===== config.mk =====
export PLATFORM = sky130hd
export DESIGN_NAME = packet_receiver
export DESIGN_NICKNAME = d
export VERILOG_FILES = /design/src/rtl/packet_receiver.sv
export SDC_FILE = /design/constraint.sdc
export NUM_CORES = 1
export LEC_CHECK = 0
export CAP_MARGIN = 0
export CORE_MARGIN = 10
export CORE_UTILIZATION = 30
export CTS_BUF_LIST = sky130_fd_sc_hd__clkbuf_16
export CTS_CLUSTER_DIAMETER = 30
export DETAILED_ROUTE_END_ITERATION = 6
export DONT_BUFFER_PORTS = 1
export PLACE_DENSITY = 0.51
export SYNTH_ARGS = -nofsm -noshare
export SYNTH_HDL_FRONTEND = slang
export SYNTH_SLANG_ARGS = --single-unit

===== constraint.sdc =====
create_clock -name clk -period 2.8 [get_ports clk]
set_clock_uncertainty 0.15 [all_clocks]
set_input_delay 0.28 -clock clk [delete_from_list [all_inputs] [get_ports clk]]
set_output_delay 0.28 -clock clk [all_outputs]
set_load 0.05 [all_outputs]

===== src/rtl/packet_receiver.sv =====
// packet_receiver
// Host-command parser sitting between the proto245 FIFO bridge and the
// phase, calibration and modulation logic. Frames are
//   0xAA, code, DATA_BYTES payload (LSB first), [XOR checksum], 0x55.
// Valid frames update latest_data and trigger one action per code:
//   0x01 phase parse pulse, 0x02 burst streaming, 0x03 calibration pulse,
//   0x04 modulation settings, 0x05 status reply on the TX FIFO.
//
// Ports
//   clk, rst          system clock, synchronous active-high reset
//   rxfifo_*          RX byte source; rxfifo_rd is the read/accept strobe
//   txfifo_*          TX byte sink for status replies
//   latest_data       payload of the last valid frame
//   phase_parse_en    pulse on a valid 0x01 frame
//   phase_calib_en    pulse on a valid 0x03 frame
//   mod_enable        modulation enable (payload[0] of a 0x04 frame)
//   mod_set           per-channel load strobe (payload[24 +: MOD_CHANNELS])
//   mod_half_period   modulation half period (payload[16:1])
//   burst_data/valid  burst byte stream, burst_ready applies backpressure
//   read_error        sticky error flag
//   err_count         saturating error counter
module packet_receiver #(
  parameter int TX_FIFO_LOAD_W = 13,
  parameter int RX_FIFO_LOAD_W = 13,
  parameter int MOD_CHANNELS   = 4,
  parameter int DATA_BYTES     = 4,
  parameter int CHECKSUM_EN    = 1,
  parameter int TIMEOUT_CYCLES = 1024
) (
  input  logic                      clk,
  input  logic                      rst,
  input  logic [7:0]                rxfifo_data,
  input  logic                      rxfifo_valid,
  input  logic [RX_FIFO_LOAD_W-1:0] rxfifo_load,
  input  logic                      rxfifo_empty,
  output logic                      rxfifo_rd,
  input  logic [TX_FIFO_LOAD_W-1:0] txfifo_load,
  input  logic                      txfifo_full,
  output logic                      txfifo_wr,
  output logic [7:0]                txfifo_data,
  output logic [8*DATA_BYTES-1:0]   latest_data,
  output logic                      phase_parse_en,
  output logic                      phase_calib_en,
  output logic                      mod_enable,
  output logic [MOD_CHANNELS-1:0]   mod_set,
  output logic [15:0]               mod_half_period,
  output logic [7:0]                burst_data,
  output logic                      burst_valid,
  input  logic                      burst_ready,
  output logic                      read_error,
  output logic [7:0]                err_count
);

  localparam logic [2:0] S_IDLE   = 3'd0;
  localparam logic [2:0] S_CODE   = 3'd1;
  localparam logic [2:0] S_DATA   = 3'd2;
  localparam logic [2:0] S_CSUM   = 3'd3;
  localparam logic [2:0] S_SUFFIX = 3'd4;
  localparam logic [2:0] S_BURST  = 3'd5;
  localparam logic [2:0] S_REPLY  = 3'd6;

  localparam int TO_W = $clog2(TIMEOUT_CYCLES + 1);

  logic [2:0]              state;
  logic [2:0]              byte_idx;
  logic [7:0]              code_reg;
  logic [7:0]              csum_acc;
  logic [8*DATA_BYTES-1:0] data_buf;
  logic [15:0]             burst_cnt;
  logic [TO_W-1:0]         idle_cnt;
  logic [2:0]              reply_idx;
  logic [7:0]              snap_err;
  logic [7:0]              snap_frames;
  logic [7:0]              frame_cnt;

  logic accepting;
  logic take;
  logic timeout_tick;
  logic timeout_hit;
  logic csum_bad;
  logic suffix_bad;
  logic code_bad;
  logic any_err;
  logic unused_inputs;

  // FIFO load fields are carried for interface compatibility only.
  assign unused_inputs = ^{rxfifo_load, txfifo_load};

  always_comb begin
    accepting = 1'b0;
    case (state)
      S_IDLE, S_CODE, S_DATA, S_CSUM, S_SUFFIX: accepting = 1'b1;
      S_BURST:                                  accepting = burst_ready;
      default:                                  accepting = 1'b0;
    endcase
  end

  // Strobes are gated by rst so nothing leaks out while reset is held.
  assign rxfifo_rd   = !rst && !rxfifo_empty && accepting;
  assign take        = rxfifo_rd && rxfifo_valid;
  assign burst_valid = take && (state == S_BURST);
  assign burst_data  = burst_valid ? rxfifo_data : 8'h00;
  assign txfifo_wr   = !rst && (state == S_REPLY) && !txfifo_full;

  always_comb begin
    txfifo_data = 8'h00;
    if (!rst && state == S_REPLY) begin
      case (reply_idx)
        3'd0:    txfifo_data = 8'hAA;
        3'd1:    txfifo_data = 8'h85;
        3'd2:    txfifo_data = snap_err;
        3'd3:    txfifo_data = snap_frames;
        3'd4:    txfifo_data = 8'h55;
        default: txfifo_data = 8'h00;
      endcase
    end
  end

  // Backpressured burst cycles neither count toward nor clear the timeout.
  always_comb begin
    timeout_tick = 1'b0;
    if (!take) begin
      if (state == S_CODE || state == S_DATA || state == S_CSUM || state == S_SUFFIX)
        timeout_tick = 1'b1;
      else if (state == S_BURST && burst_ready)
        timeout_tick = 1'b1;
    end
  end

  assign timeout_hit = timeout_tick && (idle_cnt == TO_W'(TIMEOUT_CYCLES - 1));
  assign csum_bad    = (state == S_CSUM) && take && (rxfifo_data != csum_acc);
  assign suffix_bad  = (state == S_SUFFIX) && take && (rxfifo_data != 8'h55);
  assign code_bad    = (state == S_SUFFIX) && take && (rxfifo_data == 8'h55) &&
                       !(code_reg >= 8'h01 && code_reg <= 8'h05);
  assign any_err     = csum_bad || suffix_bad || code_bad || timeout_hit;

  always_ff @(posedge clk) begin
    if (rst) begin
      state           <= S_IDLE;
      byte_idx        <= '0;
      code_reg        <= '0;
      csum_acc        <= '0;
      data_buf        <= '0;
      burst_cnt       <= '0;
      idle_cnt        <= '0;
      reply_idx       <= '0;
      snap_err        <= '0;
      snap_frames     <= '0;
      frame_cnt       <= '0;
      latest_data     <= '0;
      phase_parse_en  <= 1'b0;
      phase_calib_en  <= 1'b0;
      mod_enable      <= 1'b0;
      mod_set         <= '0;
      mod_half_period <= '0;
      read_error      <= 1'b0;
      err_count       <= '0;
    end else begin
      phase_parse_en <= 1'b0;
      phase_calib_en <= 1'b0;
      mod_set        <= '0;

      if (take || state == S_IDLE || state == S_REPLY || timeout_hit)
        idle_cnt <= '0;
      else if (timeout_tick)
        idle_cnt <= idle_cnt + 1'b1;

      if (any_err) begin
        // The offending byte is consumed here, so it is never re-read as a prefix.
        read_error <= 1'b1;
        if (err_count != 8'hFF)
          err_count <= err_count + 8'd1;
        state <= S_IDLE;
      end else begin
        case (state)
          S_IDLE: begin
            if (take && rxfifo_data == 8'hAA)
              state <= S_CODE;
          end
          S_CODE: begin
            if (take) begin
              code_reg <= rxfifo_data;
              csum_acc <= rxfifo_data;
              byte_idx <= '0;
              state    <= S_DATA;
            end
          end
          S_DATA: begin
            if (take) begin
              data_buf[8*byte_idx +: 8] <= rxfifo_data;
              csum_acc                  <= csum_acc ^ rxfifo_data;
              if (byte_idx == 3'(DATA_BYTES - 1))
                state <= (CHECKSUM_EN != 0) ? S_CSUM : S_SUFFIX;
              else
                byte_idx <= byte_idx + 3'd1;
            end
          end
          S_CSUM: begin
            if (take)
              state <= S_SUFFIX;
          end
          S_SUFFIX: begin
            // Commit: outputs registered here become visible the next cycle.
            if (take) begin
              latest_data <= data_buf;
              frame_cnt   <= frame_cnt + 8'd1;
              state       <= S_IDLE;
              case (code_reg)
                8'h01: phase_parse_en <= 1'b1;
                8'h02: begin
                  burst_cnt <= data_buf[15:0];
                  if (data_buf[15:0] != 16'd0)
                    state <= S_BURST;
                end
                8'h03: phase_calib_en <= 1'b1;
                8'h04: begin
                  mod_enable      <= data_buf[0];
                  mod_half_period <= data_buf[16:1];
                  mod_set         <= data_buf[24 +: MOD_CHANNELS];
                end
                default: begin
                  // Only 0x05 reaches here; unknown codes are caught by code_bad.
                  snap_err    <= err_count;
                  snap_frames <= frame_cnt + 8'd1;
                  reply_idx   <= '0;
                  state       <= S_REPLY;
                end
              endcase
            end
          end
          S_BURST: begin
            if (take) begin
              burst_cnt <= burst_cnt - 16'd1;
              if (burst_cnt == 16'd1)
                state <= S_IDLE;
            end
          end
          S_REPLY: begin
            if (txfifo_wr) begin
              if (reply_idx == 3'd4)
                state <= S_IDLE;
              else
                reply_idx <= reply_idx + 3'd1;
            end
          end
          default: state <= S_IDLE;
        endcase
      end
    end
  end

endmodule


======== Yosys cells after proc, flatten, opt, wreduce, memory -nomap -nowiden ========
Cells that the tools add are included.
storage, ports and cells
  bits in registers ....................... 172
  logic and storage cells ................. 164
operators by class
  $add $sub $neg .......................... 7
  magnitude comparators ................... 2
  eq/ne operators ......................... 36
  shift-type cells ........................ 2
  mux-type cells .......................... 39
  bitwise operators ....................... 6
  reductions and logical operators ........ 53
operator list
  cell                       count
  $mux W3                    18
  $mux W16                   3
  $pmux W8 S5                1
  $neg A6 Y34                1
  $shift A8 B34 Y32 const A  1
  $shiftx A8 B34 Y32         1
  $bwmux W32                 1
  $mux W8                    4
  $pmux W16 S2               1
  $pmux W3 S7                1
  $ne A2 B2 Y1 const B       9
  $pmux W3 S2                3
  $add A8 B1 Y8 const B      2
  $eq A16 B1 Y1 const B      1
  $eq A8 B2 Y1 const B       2
  $logic_and A1 B1 Y1        16
  $pmux W8 S2                1
  $reduce_bool A16 Y1        1
  $sub A16 B1 Y16 const B    1
  $eq A3 B2 Y1 const B       5
  $eq A3 B3 Y1 const B       4
  $reduce_and A4 Y1          3
  $add A11 B1 Y11 const B    1
  $eq A11 B10 Y1 const B     1
  29 further kinds           63

======== Logic depth before layout (Yosys ltp) ========
Gate-level depths: netlist of the first run.
  word-level depth ........................ 12
  depth in mapped cells ................... 9
  depth with buffers taken out ............ 9

======== Worst setup path before layout of the first run ========
No wires, ideal clock.
  path kind ............................... flip-flop to output port
  start point ............................. reg reply_idx[2]
  end point ............................... out txfifo_data[0]
  arrival time ............................ 2.280 ns
  data required time ...................... 2.370 ns
  setup slack ............................. 0.090 ns
  cell stages (with the launch flop) ...... 9
  path buffers ............................ 3
  cell sequence ........................... dfxtp_1 clkbuf_1 inv_1 ha_1 buf_1 nor3_1 or3_1 clkbuf_1 a21oi_1
on the way
  longest elaborated chain between the ends .. 3
  elaborated cells on any way between the ends .. 7
  those cells by class .................... eq/ne (4); mux (2); reduce/logical (1)
ends and longest elaborated chain
  element                               RTL line  source
  from (decl)                           71        logic [2:0] reply_idx;
  from (signal assigned)                243       reply_idx <= reply_idx + 3'd1;
  $eq A3 B3 Y1 (tied with other cells)  108       case (reply_idx)
  $pmux W8 S5 (*)                       108
  $mux W8 (*)                           107       if (!rst && state == S_REPLY) begin
  to (decl)                             40        output logic [7:0] txfifo_data,
Mark *: on every way between the ends. The rest lies on a longest branch, timed or not.

======== Worst setup path after layout of the first run ========
  start point ............................. reg reply_idx[0]
  end point ............................... out txfifo_data[2]
Same word-level chain as after synthesis.

==> results of run 1 <==
-- logic make-up after synthesis --
family | synth area share, %
flip-flops | 44.1
adder cells (fa/ha/maj) | 2.24
AND/OR/NAND/NOR | 27.1
XOR/XNOR | 3.14
multiplexers | 3.46
AO/OA/AOI/OAI | 16.1
buffers and inverters | 3.94
-- final cells by class --
type	instances	area, µm²
well taps	330	413
multi-input cells	728	4110
inverters	14	52.6
flip-flops and latches	172	3450
clock inverters	13	133
repair buffers	89	910
fillers	2633	15900
clock buffers	17	425
-- power groups by stage --
stage                     Clock (µW)  Sequential (µW)  Combinational (µW)
after global routing            2480             2440                95.9
final                           2300             2450                89.1
after CTS                       2360             2440                90.9
after global placement             0             2500                25.8
after detailed placement           0             2500                25.8
after floorplan                    0             2500                63.5
-- layer usage --
layer	share of wire [%]	track usage (%)	wire [µm]
met1	45	18.2	10900
met2	48	23.7	11600
met3	5.2	3.40	1250
met4	1.5	4.62	371
met5	0	0	0
-- what timing repair did --
action,4_1_cts,5_1_grt
endpoints found under the setup margin,2,30
hold buffers,38,0
gates resized for setup,1,13
endpoints found under the hold margin,156,0
gates cloned,0,1
-- cells in the final DEF (no fill, tap or decap), types with 4 or more instances in the layout --
master	Yosys	final
buf_4	0	39
nand2b_1	6	6
inv_1	14	14
dlygate4sd3_1	0	37
nand3_1	32	31
and3_1	15	15
ha_1	14	13
xor2_1	20	20
o21ai_0	49	49
nor2_1	106	106
nand4_1	6	6
nor3_1	16	14
dfxtp_1	172	170
a21o_1	7	7
clkbuf_16	0	17
or2_0	5	5
or3_1	16	13
nor2b_1	6	6
a211oi_1	7	7
a21oi_1	131	130
a31oi_1	4	4
inv_6	0	5
mux2i_1	27	27
a22oi_1	5	5
nor4_1	10	10
and2_1	17	17
buf_12	0	10
nand2_1	164	164
xnor2_1	8	8
-- worst reg2reg max path: stages (launching register included) --
cell,delay (ns)
dfxtp_1,0.32
or4_4,0.57
nor2_4,0.14
a21oi_4,0.10
nor3_4,0.23
clkbuf_4,0.28
mux2i_1,0.20
nor2_1,0.05
dlygate4sd3_1,0.54
-- through the flow --
step	hold slack, ns	cells	setup slack [ns]	cell area [µm²]
finish	0.124	1363	0.100	9490
global route	0.128	1363	0.00886	9490
floorplan	0.275	974	0.0896	7810
global placement	0.215	1294	0.228	8480
CTS	0.0906	1362	0.0334	9440
detailed placement	0.217	1294	0.213	8480
-- how the worst max path moves through the flow --
stage | startpoint | endpoint | slack, ns | depth (start not counted)
finish | reply_idx[0] | txfifo_data[2] | 0.10 | 6
global route | state[0] | burst_data[6] | 0.009 | 6
CTS | state[0] | burst_data[6] | 0.03 | 6
detailed placement | state[0] | reply_idx[0] | 0.21 | 7
global placement | state[0] | reply_idx[0] | 0.23 | 7
floorplan | reply_idx[2] | txfifo_data[0] | 0.09 | 8
==> impl_metrics.yaml, run 1 <==
route:
  wirelength_um: 24200
  vias: 6881
  post-route-drc-count: 0
  drt_pre_antenna_iters: 5
  ant_nets: 0
  first_iter_violations: 467
  vias_per_cell: 5.05
  wl_per_cell_um: 17.7
outcome:
  run_status: "finished, final reports clean"
die:
  fp.dieArea_mm2: 0.0329
  core.rowCount: 58
  pin_count: 123
  initial_utilization_pct: 30.7
  die_w_um: 181
  die_y_um: 181
  core_mm2: 0.0254
sta:
  fin_tns_setup_ns: 0
  min_period_ns: 2.70
  max_slew.worst_pin.slew_ns: 0.807
  finalCritPeriodShare_pct: 96.4
  finalHoldViolCount: 0
  setup_viol: 0
  fmax_mhz: 370
  rsz0062_at_grt: "no"
  slew_violations: 0
  max_slew_margin_pct: 46.2
place:
  dp_hpwl_um: 15600
  gp_congestion: 0.800
  port_buffers: 0
pwr:
  p_leak_uw: 0.00343
  vdd_drop_max_mv: 0.364
  internal-power_uw: 3710
  switching_share_pct: 23.3
  p_switching_uw: 1130
  total_power_uw: 4840
  clock_power_share_pct: 47.6
  comb_power_share_pct: 1.8
  p_per_area_mw_per_mm2: 510
  p_seq_share_pct: 50.6
critical_path:
  rr_endpoint: "snap_err[3]"
  critPathMaxStageDelay_ns: 0.44
  reg2reg_setup_slack_ns: 0.11
  cp-end-kind: "output pin"
  path_max_fanout: 9
  r2r_cells: 8
  crit_chain: "ha_1 > ha_2 > nor3_1 > or3_4 > a21oi_1 > buf_4"
  crit_family: "simple AND/OR/NAND/NOR gates"
  cp_num_buf_inv: 1
  crit_required_ns: 2.37
  crit_type: "reg -> out"
  cp_slowest_cell: "or3_4"
  r2r-start: "code_reg[4]"
  cp-start-kind: "flop"
  arrival_ns: 2.27
cts:
  clk_latency_ns: 0.43
  cts_tree: "built"
  cts_setup_buffers: 0
  htreeDepth: 4
  cts_made_buffers: 17
  cts_root_buffer: "clkbuf_16"
  clk_path_buf_depth: 2
  cts.sinks: 172
  path_clk_slew_ns: 0.07
final_layout:
  area_growth_pct: 21.6
  reg_top3: "data_buf x32, latest_data x32"
  fin_util_pct: 37.4
  drive_gt1_share_pct: 10.6
  n_antenna_cell: 0
  nNetsFinal: 1076
logic_synthesis:
  synth_nets: 1028
  ys.flop_type: "dfxtp_1"
  synth_edf_count: 0
  syn_inst: 974
  ys_warn_count: 0
  synth_common_cells: "dfxtp_1 (172), nand2_1 (164), a21oi_1 (131)"
  synth.top_cell.area_share_pct: 44.1
  synth_cell_type_count: 66
  ys_top_cells_by_area: "dfxtp_1 (44%), a21oi_1 (8.4%), nand2_1 (7.9%)"
  yosys.area.top_type: "dfxtp_1"
  async_flop_share_pct: 0
  syn_area_per_cell_um2: 8.02
  yosysSeqAreaShare_pct: 44.1
  postSynthRegisterBits: 172
  netlist_area_mm2: 0.00781
  synth_most_common_cell: "dfxtp_1"
global_route:
  overflow: 0
  antenna_found_initial: 0
  grt_pass1_vias: 6581
  grt_max_degree: 129
  grt_pass1_wl_um: 38300
  grt_use_total_pct: 14.4
run:
  drv_cap: 0
worst_hold_path:
  holdCritStartpoint: "rst"
  hold-path-endpoint: "err_count[0]"
  whs_path_depth: 2
  hp-class: "in -> reg"
Note: power is estimated with default switching activity, not from simulation.
==> inputs of run 2 (changes only) <==
ABC_AREA = 1   (was default)
==> run 2 against run 1 <==
Compared with the run above:
- final cell count rose by 21%
- non-clock buffer count fell by 42
- count of clock-buffer cells in the layout did not move
- power rose by 6.0%
- design area rose by 1.8%
- utilization fell by 2.5 points
- critical path depth did not move
- flip-flop and latch count did not move
- wire length fell by 0.56%
- global-route usage fell by 0.88 points
- clock power rose by 11%
- critical endpoint is now burst_data[0]
==> impl_metrics.yaml, run 2 <==
outcome:
  run_status: "finished, final reports clean"
cts:
  cts.sinks: 172
  clk_latency_ns: 0.44
  cts_root_buffer: "clkbuf_16"
  clk_path_buf_depth: 2
  path_clk_slew_ns: 0.08
  cts_tree: "built"
  htreeDepth: 4
  cts_made_buffers: 17
logic_synthesis:
  yosys.area.top_type: "dfxtp_1"
  synth_common_cells: "nand2_1 (255), nor2_1 (207), inv_1 (175)"
  synth_nets: 1297
  syn_area_per_cell_um2: 6.77
  postSynthRegisterBits: 172
  netlist_area_mm2: 0.00842
  synth.top_cell.area_share_pct: 40.9
  async_flop_share_pct: 0
  synth_edf_count: 0
  syn_inst: 1243
  ys_warn_count: 0
  ys_top_cells_by_area: "dfxtp_1 (41%), nand2_1 (11%), nor2_1 (9.2%)"
  ys.flop_type: "dfxtp_1"
  yosysSeqAreaShare_pct: 40.9
  synth_cell_type_count: 41
  synth_most_common_cell: "nand2_1"
worst_hold_path:
  hp-class: "in -> reg"
  whs_path_depth: 2
die:
  initial_utilization_pct: 30.4
  core_mm2: 0.0277
  pin_count: 123
  die_w_um: 188
  die_y_um: 188
  core.rowCount: 61
  fp.dieArea_mm2: 0.0352
critical_path:
  crit_type: "reg -> out"
  crit_chain: "nand2_4 > nand4_4 > nor2_2 > inv_1 > nor2_1 > buf_4"
  cp-end-kind: "output pin"
  cp_slowest_cell: "dfxtp_1"
  arrival_ns: 2.10
  cp-start-kind: "flop"
  path_max_fanout: 9
  critPathMaxStageDelay_ns: 0.40
  crit_required_ns: 2.37
  r2r_cells: 8
global_route:
  antenna_found_initial: 3
  grt_pass1_wl_um: 38800
  grt_use_total_pct: 13.6
  overflow: 0
  grt_pass1_vias: 7115
  grt_max_degree: 66
pwr:
  p_leak_uw: 0.00424
  p_per_area_mw_per_mm2: 531
  switching_share_pct: 26.0
  p_switching_uw: 1330
  comb_power_share_pct: 2.5
  clock_power_share_pct: 49.8
  p_seq_share_pct: 47.6
  vdd_drop_max_mv: 0.313
  internal-power_uw: 3800
run:
  drv_cap: 0
route:
  wl_per_cell_um: 14.6
  vias_per_cell: 4.61
  first_iter_violations: 557
  wirelength_um: 24000
  post-route-drc-count: 0
  vias: 7580
  ant_nets: 0
  drt_pre_antenna_iters: 5
place:
  dpl-instance-area_mm2: 0.00891
  port_buffers: 0
  dp_hpwl_um: 16100
  gp_congestion: 0.818
sta:
  finalCritPeriodShare_pct: 90.5
  fin_tns_setup_ns: 0
  slew_violations: 0
  fmax_mhz: 395
  max_slew_margin_pct: 58.5
  max_slew.worst_pin.slew_ns: 0.623
  rsz0062_at_grt: "no"
  min_period_ns: 2.53
  whs_ns: 0.000250
  finalHoldViolCount: 0
  setup_viol: 0
final_layout:
  drive_gt1_share_pct: 7.83
  multiInputGateArea_mm2: 0.00402
  reg_top3: "data_buf x32, latest_data x32"
  postLayoutCellArea_mm2: 0.00966
  area_growth_pct: 14.7
  final_cell_mix: "nand2_1 (255), nor2_1 (207), inv_1 (174)"
  final_common_cell: "nand2_1"
  n_antenna_cell: 0
  n_fill_cell: 3015
  seqCellArea_mm2: 0.00344
  nNetsFinal: 1306
==> run 2: cell types whose count changed in the layout (fill, tap and decap cells not counted), moves of 13 or more <==
cell           previous run  this run
or3_1                    13         0
and3_1                   15         0
a21oi_1                 130        90
nor2_1                  106       207
o21ai_0                  49       108
dlygate4sd3_1            37         9
mux2i_1                  27         0
inv_1                    14       174
nand2_1                 164       255
and2_1                   17         0
==> run 2: area by class of cell <==
| cell class | instances | area share (%) |
|---|---|---|
| clock buffer | 17 | 4.40 |
| multi-input combinational | 836 | 41.6 |
| clock inverter | 15 | 2.15 |
| tap | 378 | 4.90 |
| sequential | 172 | 35.7 |
| inverter | 178 | 6.92 |
| timing repair buffer | 47 | 4.35 |
==> run 2: metrics by stage <==
step / total power [µW] / util, % / std cells / setup slack [ns]
after floorplan: 2590 / - / 1243 / 0.217
after CTS: 5200 / 34.9 / 1643 / 0.176
after detailed placement: 2580 / 32.1 / 1601 / 0.339
after global placement: 2580 / 32.1 / 1601 / 0.364
after global routing: 5310 / 34.9 / 1643 / 0.0408
final: 5130 / 34.9 / 1643 / 0.265
==> run 2: kinds of logic (layout without fill, tap and decap cells) <==
kind of cell / count (synthesis) / in the layout / share of synthesized area [%]
AOI/OAI and AO/OA: 243 / 243 / 15.7
xor gates and xnor gates: 19 / 19 / 1.98
adders and majority gates: 14 / 14 / 2.08
buffers and inverters: 235 / 257 / 11.4
DFF: 172 / 172 / 40.9
and+or+nand+nor: 560 / 560 / 28.0
==> run 2: routing by layer <==
| metal | wire, µm | GRT usage, % | vias to the layer above |
|---|---|---|---|
| met5 | 0 | 0 | - |
| met4 | 402 | 4.06 | 0 |
| met1 | 11800 | 18.2 | 3419 |
| li1 | - | - | 3957 |
| met2 | 10400 | 21.0 | 179 |
| met3 | 1450 | 3.45 | 25 |
==> run 2: timing repair <==
action	4_1_cts	5_1_grt
gates resized for setup	0	1
setup buffers	0	0
hold buffers	10	0
endpoints found under the setup margin	0	4
hold endpoints to repair	73	0
==> run 2: power by group through the flow <==
stage / Combinational (µW) / Sequential [µW] / Clock, µW
after floorplan: 88.0 / 2500 / 0
after global placement: 82.7 / 2500 / 0
after detailed placement: 83.0 / 2500 / 0
after CTS: 131 / 2440 / 2620
after global routing: 144 / 2440 / 2720
final: 129 / 2440 / 2560
==> run 2: critical path: cells and delay by family, from the launching register on <==
kind,cells,cell delay (ns)
buffers and inverters,2,0.44
and+or+nand+nor,4,0.82
DFF,1,0.40
==> run 2: path summary, 6_finish.rpt <==
path | from | to | slack, ns
min | rst | err_count[5] | 0.0003
max reg2reg | state[1] | latest_data[26] | 0.46
max | state[1] | burst_data[0] | 0.27
min reg2reg | data_buf[27] | mod_set[3] | 0.30
==> inputs of run 3 (changes only) <==
PLACE_DENSITY = 0.43   (was 0.51)
==> run 3 against run 2 <==
Compared with the run above:
- design area is 0.34% lower
- power down 1.1%
- flip-flop and latch count unchanged
- count of clock-buffer cells in the layout stayed put
- wire length increased by 2.8%
- largest cell class unchanged
==> impl_metrics.yaml, run 3 (synthesis gave the netlist of run 2 again) <==
critical_path:
  path_max_fanout: 8
  cp-start-kind: "flop"
  crit_type: "reg -> out"
  cp-end-kind: "output pin"
  crit_required_ns: 2.37
  arrival_ns: 2.15
global_route:
  grt_pass1_vias: 6939
  grt_max_degree: 83
  overflow: 0
  grt_pass1_wl_um: 39400
  antenna_found_initial: 1
  grt_use_total_pct: 13.9
cts:
  cts_made_buffers: 17
  cts_root_buffer: "clkbuf_16"
  clk_latency_ns: 0.44
  clk_path_buf_depth: 2
  cts_setup_buffers: 0
  cts_tree: "built"
  path_clk_slew_ns: 0.08
  cts.sinks: 172
  htreeDepth: 4
outcome:
  run_status: "finished, final reports clean"
sta:
  fin_tns_setup_ns: 0
  slew_violations: 0
  finalCritPeriodShare_pct: 92.3
  max_slew.worst_pin.slew_ns: 0.662
  fmax_mhz: 387
  finalHoldViolCount: 0
  min_period_ns: 2.58
  setup_viol: 0
  rsz0062_at_grt: "no"
  max_slew_margin_pct: 55.8
die:
  fp.dieArea_mm2: 0.0352
  die_w_um: 188
  pin_count: 123
  initial_utilization_pct: 30.4
  die_y_um: 188
  core_mm2: 0.0277
  core.rowCount: 61
final_layout:
  drive_gt1_share_pct: 7.77
  final_cell_mix: "nand2_1 (255), nor2_1 (205), inv_1 (174)"
  area_growth_pct: 14.3
  nNetsFinal: 1303
  reg_top3: "data_buf x32, latest_data x32"
  n_antenna_cell: 0
  n_fill_cell: 3032
  final_common_cell: "nand2_1"
  stdcell_count: 1640
place:
  place_inst: 1599
  dp_hpwl_um: 16600
  gp_congestion: 0.780
  port_buffers: 0
route:
  vias_per_cell: 4.57
  vias: 7487
  ant_nets: 0
  wl_per_cell_um: 15.1
  post-route-drc-count: 0
  wirelength_um: 24700
  first_iter_violations: 468
  drt_pre_antenna_iters: 5
run:
  drv_cap: 0
pwr:
  p_leak_uw: 0.00422
  p_per_area_mw_per_mm2: 527
  vdd_drop_max_mv: 0.314
worst_hold_path:
  hp-class: "in -> reg"
-- run 3: cell count changes in the layout (fill, tap and decap cells not counted), moves of 2 or more --
cell      previous run  this run
inv_6                4         2
buf_4               35        33
nor2_2               4         6
clkinv_4             0         2
nor2_1             207       205
-- run 3: power by group --
group          switching (µW)  total [µW]  internal (µW)
Clock                    1200        2500           1300
Combinational            94.6         130           35.0
Sequential              0.532        2440           2440
Total                    1300        5070           3780
-- run 3: metal layers --
layer  part of all wire (%)  up-vias  GRT usage (%)
met2                     44      149           21.3
met5                      0        -              0
met3                    6.0       13           3.90
met1                     49     3370           18.7
li1                       -     3955              -
met4                   0.96        0           3.48
-- run 3: timing repair --
| item | in CTS | in global routing |
|---|---|---|
| hold endpoints to repair | 73 | 0 |
| setup endpoints to repair | 0 | 3 |
| hold buffers | 9 | 0 |
| resized for setup | 0 | 3 |
-- run 3: worst max-delay path, cell delays in order (launching register included) --
cell,delay (ns)
dfxtp_1,0.51
nand2_4,0.12
nor2_1,0.26
inv_1,0.13
nor2_1,0.13
inv_1,0.17
nor2_1,0.18
buf_4,0.22
-- run 3: stage by stage --
| step | util, % | instance area (µm²) | setup WS, ns | total power [µW] | hold slack, ns |
|---|---|---|---|---|---|
| after floorplan | - | 8420 | 0.217 | 2590 | 0.265 |
| after global placement | 32.1 | 8890 | 0.529 | 2590 | 0.208 |
| after detailed placement | 32.1 | 8890 | 0.513 | 2590 | 0.209 |
| after CTS | 34.7 | 9620 | 0.0961 | 5150 | 0.00701 |
| after global routing | 34.7 | 9630 | 0.0218 | 5250 | 0.0160 |
| final | 34.7 | 9630 | 0.217 | 5070 | 0.00263 |
-- run 3: cell type report --
cell class                      instances  area (µm²)  share of cell area (%)
Multi-Input combinational cell        836        4020                    41.8
Sequential cell                       172        3440                    35.8
Clock buffer                           17         425                    4.42
Clock inverter                         15         195                    2.03
Inverter                              178         668                    6.94
Timing Repair Buffer                   44         395                    4.11
Tap cell                              378         473                    4.91
-- run 3: final timing paths --
kind / from / to / slack, ns / cells after the start
min reg2reg: idle_cnt[10] / idle_cnt[10] / 0.30 / 2
max: state[1] / txfifo_data[1] / 0.22 / 7
min: rst / err_count[2] / 0.003 / 2
max reg2reg: state[1] / data_buf[27] / 0.49 / 7
